===== config.mk =====
export PLATFORM = sky130hd
export DESIGN_NAME = fifo_rd_stream_flat
export DESIGN_NICKNAME = d
export VERILOG_FILES = /design/src/rtl/fifo_rd_pkg.sv /design/src/rtl/fifo_rd_stream_if.sv /design/src/rtl/fifo_rd_skid_buf.sv /design/src/rtl/fifo_rd_stream.sv /design/src/flat_wrapper.sv
export SDC_FILE = /design/constraint.sdc
export NUM_CORES = 1
export LEC_CHECK = 0
export CAP_MARGIN = 20
export CORE_UTILIZATION = 45
export CTS_CLUSTER_DIAMETER = 30
export DETAILED_ROUTE_END_ITERATION = 16
export HOLD_SLACK_MARGIN = 0.02
export PLACE_DENSITY_LB_ADDON = 0.05
export SLEW_MARGIN = 15
export SYNTH_ARGS = -nofsm -noshare
export SYNTH_HDL_FRONTEND = slang
export SYNTH_HIERARCHICAL = 1
export SYNTH_SLANG_ARGS = --single-unit

===== constraint.sdc =====
create_clock -name clk -period 2.25 [get_ports clk]
set_input_delay 0.5625 -clock clk [delete_from_list [all_inputs] [get_ports clk]]
set_output_delay 0.5625 -clock clk [all_outputs]
set_load 0.02 [all_outputs]

===== src/rtl/fifo_rd_pkg.sv =====
// Shared types and constants for the FIFO read-side stream engine.
package fifo_rd_pkg;

    typedef enum logic [1:0] {
        IDLE  = 2'd0,
        RUN   = 2'd1,
        DRAIN = 2'd2
    } state_t;

    localparam int DATA_W        = 16;
    localparam int DEPTH_W       = 11;
    localparam int FRAME_LEN_DEF = 1024;

    localparam logic [DATA_W-1:0] PATTERN_INIT = '1;

    function automatic logic [2:0] sat_inc3(input logic [2:0] value);
        return (value == 3'b111) ? value : value + 3'd1;
    endfunction

endpackage


===== src/rtl/fifo_rd_stream_if.sv =====
// FIFO read port plus valid/ready stream; master is the read engine, slave is the FIFO/sink side.
interface fifo_rd_stream_if
    import fifo_rd_pkg::*;
#(
    parameter int DATA_WIDTH  = DATA_W,
    parameter int DEPTH_WIDTH = DEPTH_W
);
    logic                  rd_en;
    logic [DATA_WIDTH-1:0] rd_data;
    logic                  rd_empty;
    logic [DEPTH_WIDTH:0]  rd_water_level;

    logic                  m_valid;
    logic                  m_ready;
    logic [DATA_WIDTH-1:0] m_data;
    logic                  m_last;

    modport master (
        output rd_en,
        input  rd_data,
        input  rd_empty,
        input  rd_water_level,
        output m_valid,
        output m_data,
        output m_last,
        input  m_ready
    );

    modport slave (
        input  rd_en,
        output rd_data,
        output rd_empty,
        output rd_water_level,
        input  m_valid,
        input  m_data,
        input  m_last,
        output m_ready
    );

endinterface


===== src/rtl/fifo_rd_skid_buf.sv =====
// Register-based circular buffer absorbing FIFO read latency; head is always visible.
module fifo_rd_skid_buf
    import fifo_rd_pkg::*;
#(
    parameter int DATA_WIDTH = DATA_W,
    parameter int BUF_DEPTH  = 4,
    localparam int PTR_W     = $clog2(BUF_DEPTH)
) (
    input  logic                  clk,
    input  logic                  tb_rst,
    input  logic                  push,
    input  logic [DATA_WIDTH-1:0] push_data,
    input  logic                  pop,
    output logic [DATA_WIDTH-1:0] head_data,
    output logic                  not_empty,
    output logic [PTR_W:0]        occ
);

    localparam logic [PTR_W-1:0] PTR_ONE = 1;
    localparam logic [PTR_W:0]   OCC_ONE = 1;

    logic [DATA_WIDTH-1:0] mem [BUF_DEPTH];
    logic [PTR_W-1:0]      wr_ptr;
    logic [PTR_W-1:0]      rd_ptr;

    // Storage is cleared on reset so the stream data output reads zero out of reset.
    always_ff @(posedge clk or posedge tb_rst) begin
        if (tb_rst) begin
            wr_ptr <= '0;
            rd_ptr <= '0;
            occ    <= '0;
            for (int i = 0; i < BUF_DEPTH; i++) begin
                mem[i] <= '0;
            end
        end else begin
            if (push) begin
                mem[wr_ptr] <= push_data;
                wr_ptr      <= wr_ptr + PTR_ONE;
            end
            if (pop) begin
                rd_ptr <= rd_ptr + PTR_ONE;
            end
            unique case ({push, pop})
                2'b10:   occ <= occ + OCC_ONE;
                2'b01:   occ <= occ - OCC_ONE;
                default: ;
            endcase
        end
    end

    assign head_data = mem[rd_ptr];
    assign not_empty = (occ != '0);

endmodule


===== src/rtl/fifo_rd_stream.sv =====
// Credit-controlled FIFO read engine presenting a framed valid/ready stream.
// Define FIFO_RD_CHECK_EN to build the decrementing-pattern checker (chk_err/err_cnt).
module fifo_rd_stream
    import fifo_rd_pkg::*;
#(
    parameter int DATA_WIDTH  = DATA_W,
    parameter int DEPTH_WIDTH = DEPTH_W,
    parameter int RD_LATENCY  = 1,
    parameter int BUF_DEPTH   = 4,
    parameter int FRAME_LEN   = FRAME_LEN_DEF
) (
    input  logic                clk,
    input  logic                tb_rst,
    input  logic                en,
    fifo_rd_stream_if.master    bus,
    output logic                busy,
    output logic [31:0]         word_cnt,
    output logic                chk_err,
    output logic [2:0]          err_cnt
);

    localparam int OCC_W = $clog2(BUF_DEPTH) + 1;
    localparam int INF_W = $clog2(RD_LATENCY + 1);
    localparam int FC_W  = (FRAME_LEN > 1) ? $clog2(FRAME_LEN) : 1;
    localparam logic [FC_W-1:0] FRAME_LAST = FC_W'(FRAME_LEN - 1);

    state_t                state;
    logic [RD_LATENCY-1:0] lat_sr;
    logic [INF_W-1:0]      inflight;
    logic [OCC_W-1:0]      occ;
    logic                  credit_ok;
    logic                  buf_valid;
    logic [DATA_WIDTH-1:0] head_data;
    logic                  beat;
    logic [FC_W-1:0]       frame_cnt;
    logic                  unused_level;

    assign unused_level = ^bus.rd_water_level;

    always_comb begin
        inflight = '0;
        for (int i = 0; i < RD_LATENCY; i++) begin
            inflight = inflight + INF_W'(lat_sr[i]);
        end
    end

    // Outstanding reads already own a buffer slot, so the buffer can never overflow.
    assign credit_ok  = (int'(occ) + int'(inflight)) < BUF_DEPTH;
    assign bus.rd_en  = ~tb_rst & (state == RUN) & ~bus.rd_empty & credit_ok;

    assign beat        = buf_valid & bus.m_ready;
    assign bus.m_valid = buf_valid;
    assign bus.m_data  = head_data;
    assign bus.m_last  = (frame_cnt == FRAME_LAST) & buf_valid;

    fifo_rd_skid_buf #(
        .DATA_WIDTH (DATA_WIDTH),
        .BUF_DEPTH  (BUF_DEPTH)
    ) u_skid (
        .clk        (clk),
        .tb_rst     (tb_rst),
        .push       (lat_sr[RD_LATENCY-1]),
        .push_data  (bus.rd_data),
        .pop        (beat),
        .head_data  (head_data),
        .not_empty  (buf_valid),
        .occ        (occ)
    );

    always_ff @(posedge clk or posedge tb_rst) begin
        if (tb_rst) begin
            lat_sr <= '0;
        end else begin
            lat_sr <= RD_LATENCY'({lat_sr, bus.rd_en});
        end
    end

    // DRAIN waits for both outstanding reads and the downstream sink to empty the buffer.
    always_ff @(posedge clk or posedge tb_rst) begin
        if (tb_rst) begin
            state <= IDLE;
            busy  <= 1'b0;
        end else begin
            unique case (state)
                IDLE: begin
                    if (en) begin
                        state <= RUN;
                        busy  <= 1'b1;
                    end
                end
                RUN: begin
                    if (!en) begin
                        state <= DRAIN;
                    end
                end
                DRAIN: begin
                    if (en) begin
                        state <= RUN;
                    end else if ((lat_sr == '0) && !buf_valid) begin
                        state <= IDLE;
                        busy  <= 1'b0;
                    end
                end
                default: begin
                    state <= IDLE;
                    busy  <= 1'b0;
                end
            endcase
        end
    end

    always_ff @(posedge clk or posedge tb_rst) begin
        if (tb_rst) begin
            word_cnt  <= '0;
            frame_cnt <= '0;
        end else if (beat) begin
            word_cnt  <= word_cnt + 32'd1;
            frame_cnt <= (frame_cnt == FRAME_LAST) ? '0 : frame_cnt + FC_W'(1);
        end
    end

`ifdef FIFO_RD_CHECK_EN
    logic [DATA_WIDTH-1:0] exp_word;

    always_ff @(posedge clk or posedge tb_rst) begin
        if (tb_rst) begin
            exp_word <= DATA_WIDTH'(PATTERN_INIT);
            chk_err  <= 1'b0;
            err_cnt  <= '0;
        end else begin
            chk_err <= beat && (head_data != exp_word);
            if (beat) begin
                exp_word <= exp_word - DATA_WIDTH'(1);
                if (head_data != exp_word) begin
                    err_cnt <= sat_inc3(err_cnt);
                end
            end
        end
    end
`else
    assign chk_err = 1'b0;
    assign err_cnt = 3'd0;
`endif

endmodule


===== src/flat_wrapper.sv =====
// flat-port wrapper written by rule: the top's interface ports become plain ports
module fifo_rd_stream_flat import fifo_rd_pkg::*;
#(
    parameter int DATA_WIDTH  = DATA_W,
    parameter int DEPTH_WIDTH = DEPTH_W,
    parameter int RD_LATENCY  = 1,
    parameter int BUF_DEPTH   = 4,
    parameter int FRAME_LEN   = FRAME_LEN_DEF
)
  (clk, tb_rst, en, busy, word_cnt, chk_err, err_cnt, bus_rd_en, bus_rd_data, bus_rd_empty, bus_rd_water_level, bus_m_valid, bus_m_data, bus_m_last, bus_m_ready);
  fifo_rd_stream_if #(.DATA_WIDTH(DATA_WIDTH), .DEPTH_WIDTH(DEPTH_WIDTH)) bus_i ();
  input  logic clk;
  input  logic tb_rst;
  input  logic en;
  output logic busy;
  output logic [31:0] word_cnt;
  output logic chk_err;
  output logic [2:0] err_cnt;
  output wire logic [$bits(bus_i.rd_en)-1:0] bus_rd_en;
  input wire logic [$bits(bus_i.rd_data)-1:0] bus_rd_data;
  input wire logic [$bits(bus_i.rd_empty)-1:0] bus_rd_empty;
  input wire logic [$bits(bus_i.rd_water_level)-1:0] bus_rd_water_level;
  output wire logic [$bits(bus_i.m_valid)-1:0] bus_m_valid;
  output wire logic [$bits(bus_i.m_data)-1:0] bus_m_data;
  output wire logic [$bits(bus_i.m_last)-1:0] bus_m_last;
  input wire logic [$bits(bus_i.m_ready)-1:0] bus_m_ready;
  assign bus_rd_en = bus_i.rd_en;
  assign bus_i.rd_data = bus_rd_data;
  assign bus_i.rd_empty = bus_rd_empty;
  assign bus_i.rd_water_level = bus_rd_water_level;
  assign bus_m_valid = bus_i.m_valid;
  assign bus_m_data = bus_i.m_data;
  assign bus_m_last = bus_i.m_last;
  assign bus_i.m_ready = bus_m_ready;
  fifo_rd_stream #(.DATA_WIDTH(DATA_WIDTH), .DEPTH_WIDTH(DEPTH_WIDTH), .RD_LATENCY(RD_LATENCY), .BUF_DEPTH(BUF_DEPTH), .FRAME_LEN(FRAME_LEN)) u_core (.clk(clk), .tb_rst(tb_rst), .en(en), .bus(bus_i), .busy(busy), .word_cnt(word_cnt), .chk_err(chk_err), .err_cnt(err_cnt));
endmodule

; ---- Word-level counts from Yosys, hierarchy flattened
; Cells that the tools add are included.
[classes]
addsub = 7
magnitude_cmp = 4
eq_ne = 10
n_mux = 17
n_bitwise = 11
n_reduce_logical = 8
[op_table]
columns = operator, n
row1 = $bwmux 64, 1
row2 = $mux 16, 3
row3 = $add 32x1->32 const B, 1
row4 = $bmux 16 s2, 1
row5 = $demux 16 s2, 1
row6 = $lt 32x4->1 const B, 1
row7 = $add 10x1->10 const B, 1
row8 = $eq 10x10->1 const B, 1
row9 = $mux 10, 1
row10 = $mux 2, 4
row11 = $ge 3x3->1 const B, 2
row12 = $ne 2x2->1 const B, 3
row13 = $not 2->3, 2
row14 = $pmux 2 s3, 1
row15 = $pmux 3 s2, 1
row16 = $and 1x1->1, 5
row17 = $add 2x1->2 const B, 2
row18 = $add 3x1->4, 1
row19 = $eq 2x1->1 const B, 2
row20 = $eq 2x2->1 const B, 2
row21 = $not 1->1, 4
row22 = $reduce_and 4->1, 1
row23 = $add 3x1->3 const B, 1
row24 = $lt 3x1->1 const B, 1
row25 = 11 further kinds, 14
[word_totals]
register_bits = 117
input_bits = 33
out_inout_bits = 56
elab_cells = 69

; ---- Logic depth before layout (Yosys ltp)
[depth]
ltp_word = 6
ltp_mapped = 9
ltp_nobuf = 8

; ---- Cells and area by module
; The synthesis kept the hierarchy.
[modules_own_cells]
columns = module, n_inst, cells_per_inst, area_each_um2, seq_area_each_um2
row1 = fifo_rd_skid_buf, 1, 186, 3407.0, 1776.7
row2 = fifo_rd_stream, 1, 203, 2224.6, 1151.1

; ---- Worst setup path after synthesis
; No wires, ideal clock.
[synth_timing]
path_kind = register -> register
startpoint = register u_core.u_skid.occ[0]
endpoint = register u_core.u_skid.occ[2]
setup_ps = 125
t_arrival_ps = 2417
required_time_ps = 2125
setup_slack_ps = -292
path_stages_with_launch = 10
path_buffers = 1
synth_period_minus_slack_ps = 2542
path_cell_list = dfrtp_1 -> or3_1 -> nand2_1 -> inv_1 -> clkbuf_1 -> ha_1 -> fa_1 -> xnor2_1 -> nor2_1 -> xor2_1
[synth_between]
elab_chain_cells = 4
elab_cells_between_ends = 8
cone_classes = 2 x add/sub / 2 x eq/ne / 1 x mux / 1 x bitwise / 2 x reduce/logical
[synth_lines]
columns = element, line_no
row1 = from (decl), fifo_rd_skid_buf.sv:16  ; output logic [PTR_W:0] occ
row2 = from (signal assigned), fifo_rd_skid_buf.sv:44  ; 2'b10: occ <= occ + OCC_ONE;
row3 = from (signal assigned), fifo_rd_skid_buf.sv:45  ; 2'b01: occ <= occ - OCC_ONE;
row4 = $reduce_bool 3->1 (*), fifo_rd_skid_buf.sv:52  ; assign not_empty = (occ != '0);
row5 = net bus_m_valid, flat_wrapper.sv:23  ; output wire logic [$bits(bus_i.m_valid)-1:0] bus_m_valid;
row6 = $and 1x1->1 (*), fifo_rd_stream.sv:51  ; assign beat = buf_valid & bus.m_ready;
row7 = net u_core.beat, fifo_rd_stream.sv:34  ; logic beat;
row8 = $eq 2x1->1 or $eq 2x2->1 (tied branches), fifo_rd_skid_buf.sv:43  ; unique case ({push, pop})
row9 = $pmux 3 s2 or $reduce_bool 2->1 (tied branches), --
; The timed path passes the listed nets; every way through them passes the cells marked *.
; A chain may end at the register's enable or synchronous reset.

; ---- Worst setup path after layout
[layout_timing]
startpoint = register u_core.u_skid.rd_ptr[0]
endpoint = output bus_m_data[5]
[layout_between]
elab_chain_cells = 4
[layout_lines]
columns = element, line_no
row1 = from (decl), fifo_rd_skid_buf.sv:24  ; logic [PTR_W-1:0] rd_ptr;
row2 = from (signal assigned), fifo_rd_skid_buf.sv:41  ; rd_ptr <= rd_ptr + PTR_ONE;
row3 = $not 2->3 (implied by the code), fifo_rd_skid_buf.sv:51  ; assign head_data = mem[rd_ptr];
row4 = $bmux 16 s2, fifo_rd_skid_buf.sv:51
row5 = $mux 16 (implied by the code) (2 in series), fifo_rd_skid_buf.sv:51
row6 = to (decl), flat_wrapper.sv:24  ; output wire logic [$bits(bus_i.m_data)-1:0] bus_m_data;
; No other way between the ends. The select of a mux whose other input is x is not followed.

==> summary.md <==
| Metric | Value |
|---|---|
| Violation count after the first detailed-route iteration | 154 |
| Global Route Usage Sum | 0.195 |
| Setup WS pre-CTS | -0.661 ns |
| Worst Setup SP | u_core/u_skid/rd_ptr[0] |
| # Max-Cap Violations | 0 |
| CTS tree | built |
| Fin. Hold Viols | 0 |
| Core region area | 12100 um^2 |
| Port bufs | 72 |
| Final max-slew violation count | 0 |
| Post-Layout Cell Count | 679 |
| Critical Path Source Type | flip-flop |
| Die height | 114 um |
| Max VDD drop | 0.611 mV |
| Syn-to-layout area delta | 29.2% |
| Post-synth EDFFs | 0 |
| Synth Instances | 389 |
| Fin worst setup slack | -0.0669 ns |
| Drt drc | 0 |
| Post-DRT Antenna Nets | 0 |
| Clk buf depth | 2 |
| Vias | 3457 |
| Die Footprint | 13000 um^2 |
| Placed insts | 641 |
| Most area-consuming cells after synthesis | dfrtp_1 (52%), mux2_4 (11%), mux2_2 (5.2%) |
| Num rows | 40 |
| CTS clk-pin slew, worst paths | 0.05 ns |
| Gp weighted congestion | 0.762 |
| Post-synthesis async set-or-reset flop share | 1.00 |
| Failing checks | negative setup slack |
| Skew-Pair Late Insertion Delay | 0.41 ns |
| Post-Syn Area per Cell | 14.5 um^2 |
| Wire length per cell | 16.8 um |
| Clk sinks | 117 |
| Worst Path Required | 1.69 ns |
| Int Pwr | 0.00661 W |
| Mapped cell area | 5630 um^2 |
| P_sw | 0.00289 W |
| Count leader, synth | dfrtp_1 |
| Clock Power Share | 0.254 |
| Outcome | finished, violations left |
| Top_reg_cell synth | dfrtp_1 |
| Yosys reg bits | 117 |
| Nets@finish | 539 |
| Antenna fix cells | 0 |
| Largest net degree at the start of global routing | 45 |
| CP max FO | 7 |
| Skew final | 0.00483 ns |
| Vias per cell | 5.09 |
| Pleak | 3.32 nW |
| List of most frequent post-synthesis cells | dfrtp_1 (117), mux2_4 (40), mux2_2 (26), xor2_1 (25), nand2_1 (23) |
| WL final | 11400 um |
| Layout Utilization | 0.601 |
| Overflow left after global routing | 0 |
| Fraction of layout cells with a size suffix above 1 | 0.352 |
| Critical path class | flip-flop to output pin |
| Sequential share of the synthesized area | 0.520 |
| Hold WS | 0.391 ns |
| Synth top area share | 0.520 |
| Reg2reg start | u_core/u_skid/occ[0] |
| Switching portion of total power | 0.304 |
| I/O pin count | 89 |
| Crit path time final | 2.32 ns |
| Total CTS buffers | 17 |
| Comb power frac | 0.388 |
| H-tree Lvls | 4 |
| Synth Warn # | 6 |
| CTS Root Cell | clkbuf_16 |
| Post-route setup TNS | -0.362 ns |
| Die width | 114 um |
| Layout fillers | 995 |
| Area of the multi-input gates | 2530 um^2 |
| Flop pwr share | 0.358 |
| Vias in the first global route | 3568 |
| RSZ-0062 raised after global routing | true |
| FF/Latch Area | 2930 um^2 |
| Post-synthesis cell type count | 41 |
| Worst min path class | primary input to asynchronous set/reset pin |
| Number of antenna violations at the first check in global routing | 0 |
| Initial Utilization | 0.465 |
| Setup-failing EPs final | 8 |
| DP Wirelength | 7210 um |
| TritonRoute pass-1 iters | 4 |
| WP data arrival | 1.75 ns |
| Worst Setup End Kind | output pin |
| Fin crit share | 1.03 |
| Cell taking the most area after synthesis | dfrtp_1 |
| First-pass GRT wire length | 18700 um |
| PwrDens | 1310 nW/um^2 |
| Achievable Freq | 432 MHz |
## worst max-delay path, stage by stage (launching register included)
cell	delay, ns
dfrtp_2	0.41
buf_12	0.12
buf_12	0.13
mux4_2	0.53
buf_6	0.15
## power by group through the flow
stage / Combinational (W) / Clock [W] / Sequential, W
after detailed placement: 0.00346 / 0 / 0.00338
after floorplan: 0.00236 / 0 / 0.00331
after global routing: 0.00394 / 0.00259 / 0.00350
final: 0.00369 / 0.00241 / 0.00340
after global placement: 0.00341 / 0 / 0.00335
after CTS: 0.00366 / 0.00247 / 0.00338
## metrics by stage
stage | total power, W | area (um^2)
6_report | 0.00950 | 7280
5_1_grt | 0.0100 | 7280
4_1_cts | 0.00951 | 7270
3_5_place_dp | 0.00684 | 6660
3_3_place_gp | 0.00677 | 6660
2_1_floorplan | 0.00567 | 5660
## placed cells by master (no fill, tap or decap), types with 3 or more instances in the layout
master and n:
xnor2_1 18, and4_1 5, buf_12 5, nand4_1 6, mux2_4 40, inv_1 8, nand2_8 4, clkdlybuf4s50_1 51
nor3_1 8, conb_1 4, a21oi_1 5, buf_4 26, ha_1 7, clkbuf_8 4, o21ai_0 4, nor2_1 10
mux4_2 14, nor4_2 6, clkbuf_1 7, xor2_1 25, mux2_2 26, dfrtp_1 115, nand2_1 22, clkbuf_16 17
and2_1 3, and3_1 5, buf_6 16, clkinv_2 4, or3_1 3, nand3_1 13
## cell families (layout without fill, tap and decap cells)
logic type,count (synthesis),count (layout),synth area share
adder cells (fa/ha/maj),8,8,0.0191
AND/OR/NAND/NOR,97,97,0.115
XOR/XNOR,43,43,0.0669
flip-flops,117,117,0.520
AO/OA/AOI/OAI,14,14,0.0147
buffers and inverters,27,146,0.0347
other,1,4,0.000666
multiplexers,82,82,0.229
## area by class of cell
cell class | count | share of cell area
clock inverters | 4 | 0.00275
flip-flops and latches | 117 | 0.403
well taps | 168 | 0.0289
multi-input cells | 248 | 0.347
clock buffers | 28 | 0.0696
inverters | 10 | 0.00567
repair buffers | 104 | 0.143
## repair_timing
item,4_1_cts,5_1_grt
pin swaps,2,1
gates cloned,1,0
gates resized for setup,107,20
setup buffers,4,2
setup endpoints to repair,19,18
hold buffers,0,0
## flip-flops by register name, summed over array words and instances (netlist names)
signal,flops
u_core/u_skid/rd_ptr,2
u_core/busy,1
u_core/word_cnt,32
u_core/u_skid/occ,3
u_core/lat_sr,1
u_core/frame_cnt,10
u_core/u_skid/wr_ptr,2
u_core/u_skid/mem,64
u_core/state,2
## routing by layer
metal / up-vias / global-route usage / part of all wire
met5: - / 0 / 0
met4: 0 / 0.0797 / 0.011
met3: 11 / 0.0685 / 0.037
met2: 56 / 0.300 / 0.47
met1: 1792 / 0.252 / 0.48
li1: 1598 / - / -
## worst paths after layout
kind                                   endpoint  slack (ns)  cells after the start
max                               bus_m_data[5]       -0.07                      4
min                                 u_core/busy        0.39                      3
max reg2reg                u_core/u_skid/occ[2]        0.23                      8
min reg2reg                 u_core/word_cnt[31]        0.47                      1
max in group asynchronous   u_core/word_cnt[31]        1.35                      4
min in group clk                  u_core/lat_sr        0.44                      3
Power figures use the tool's default switching activity.
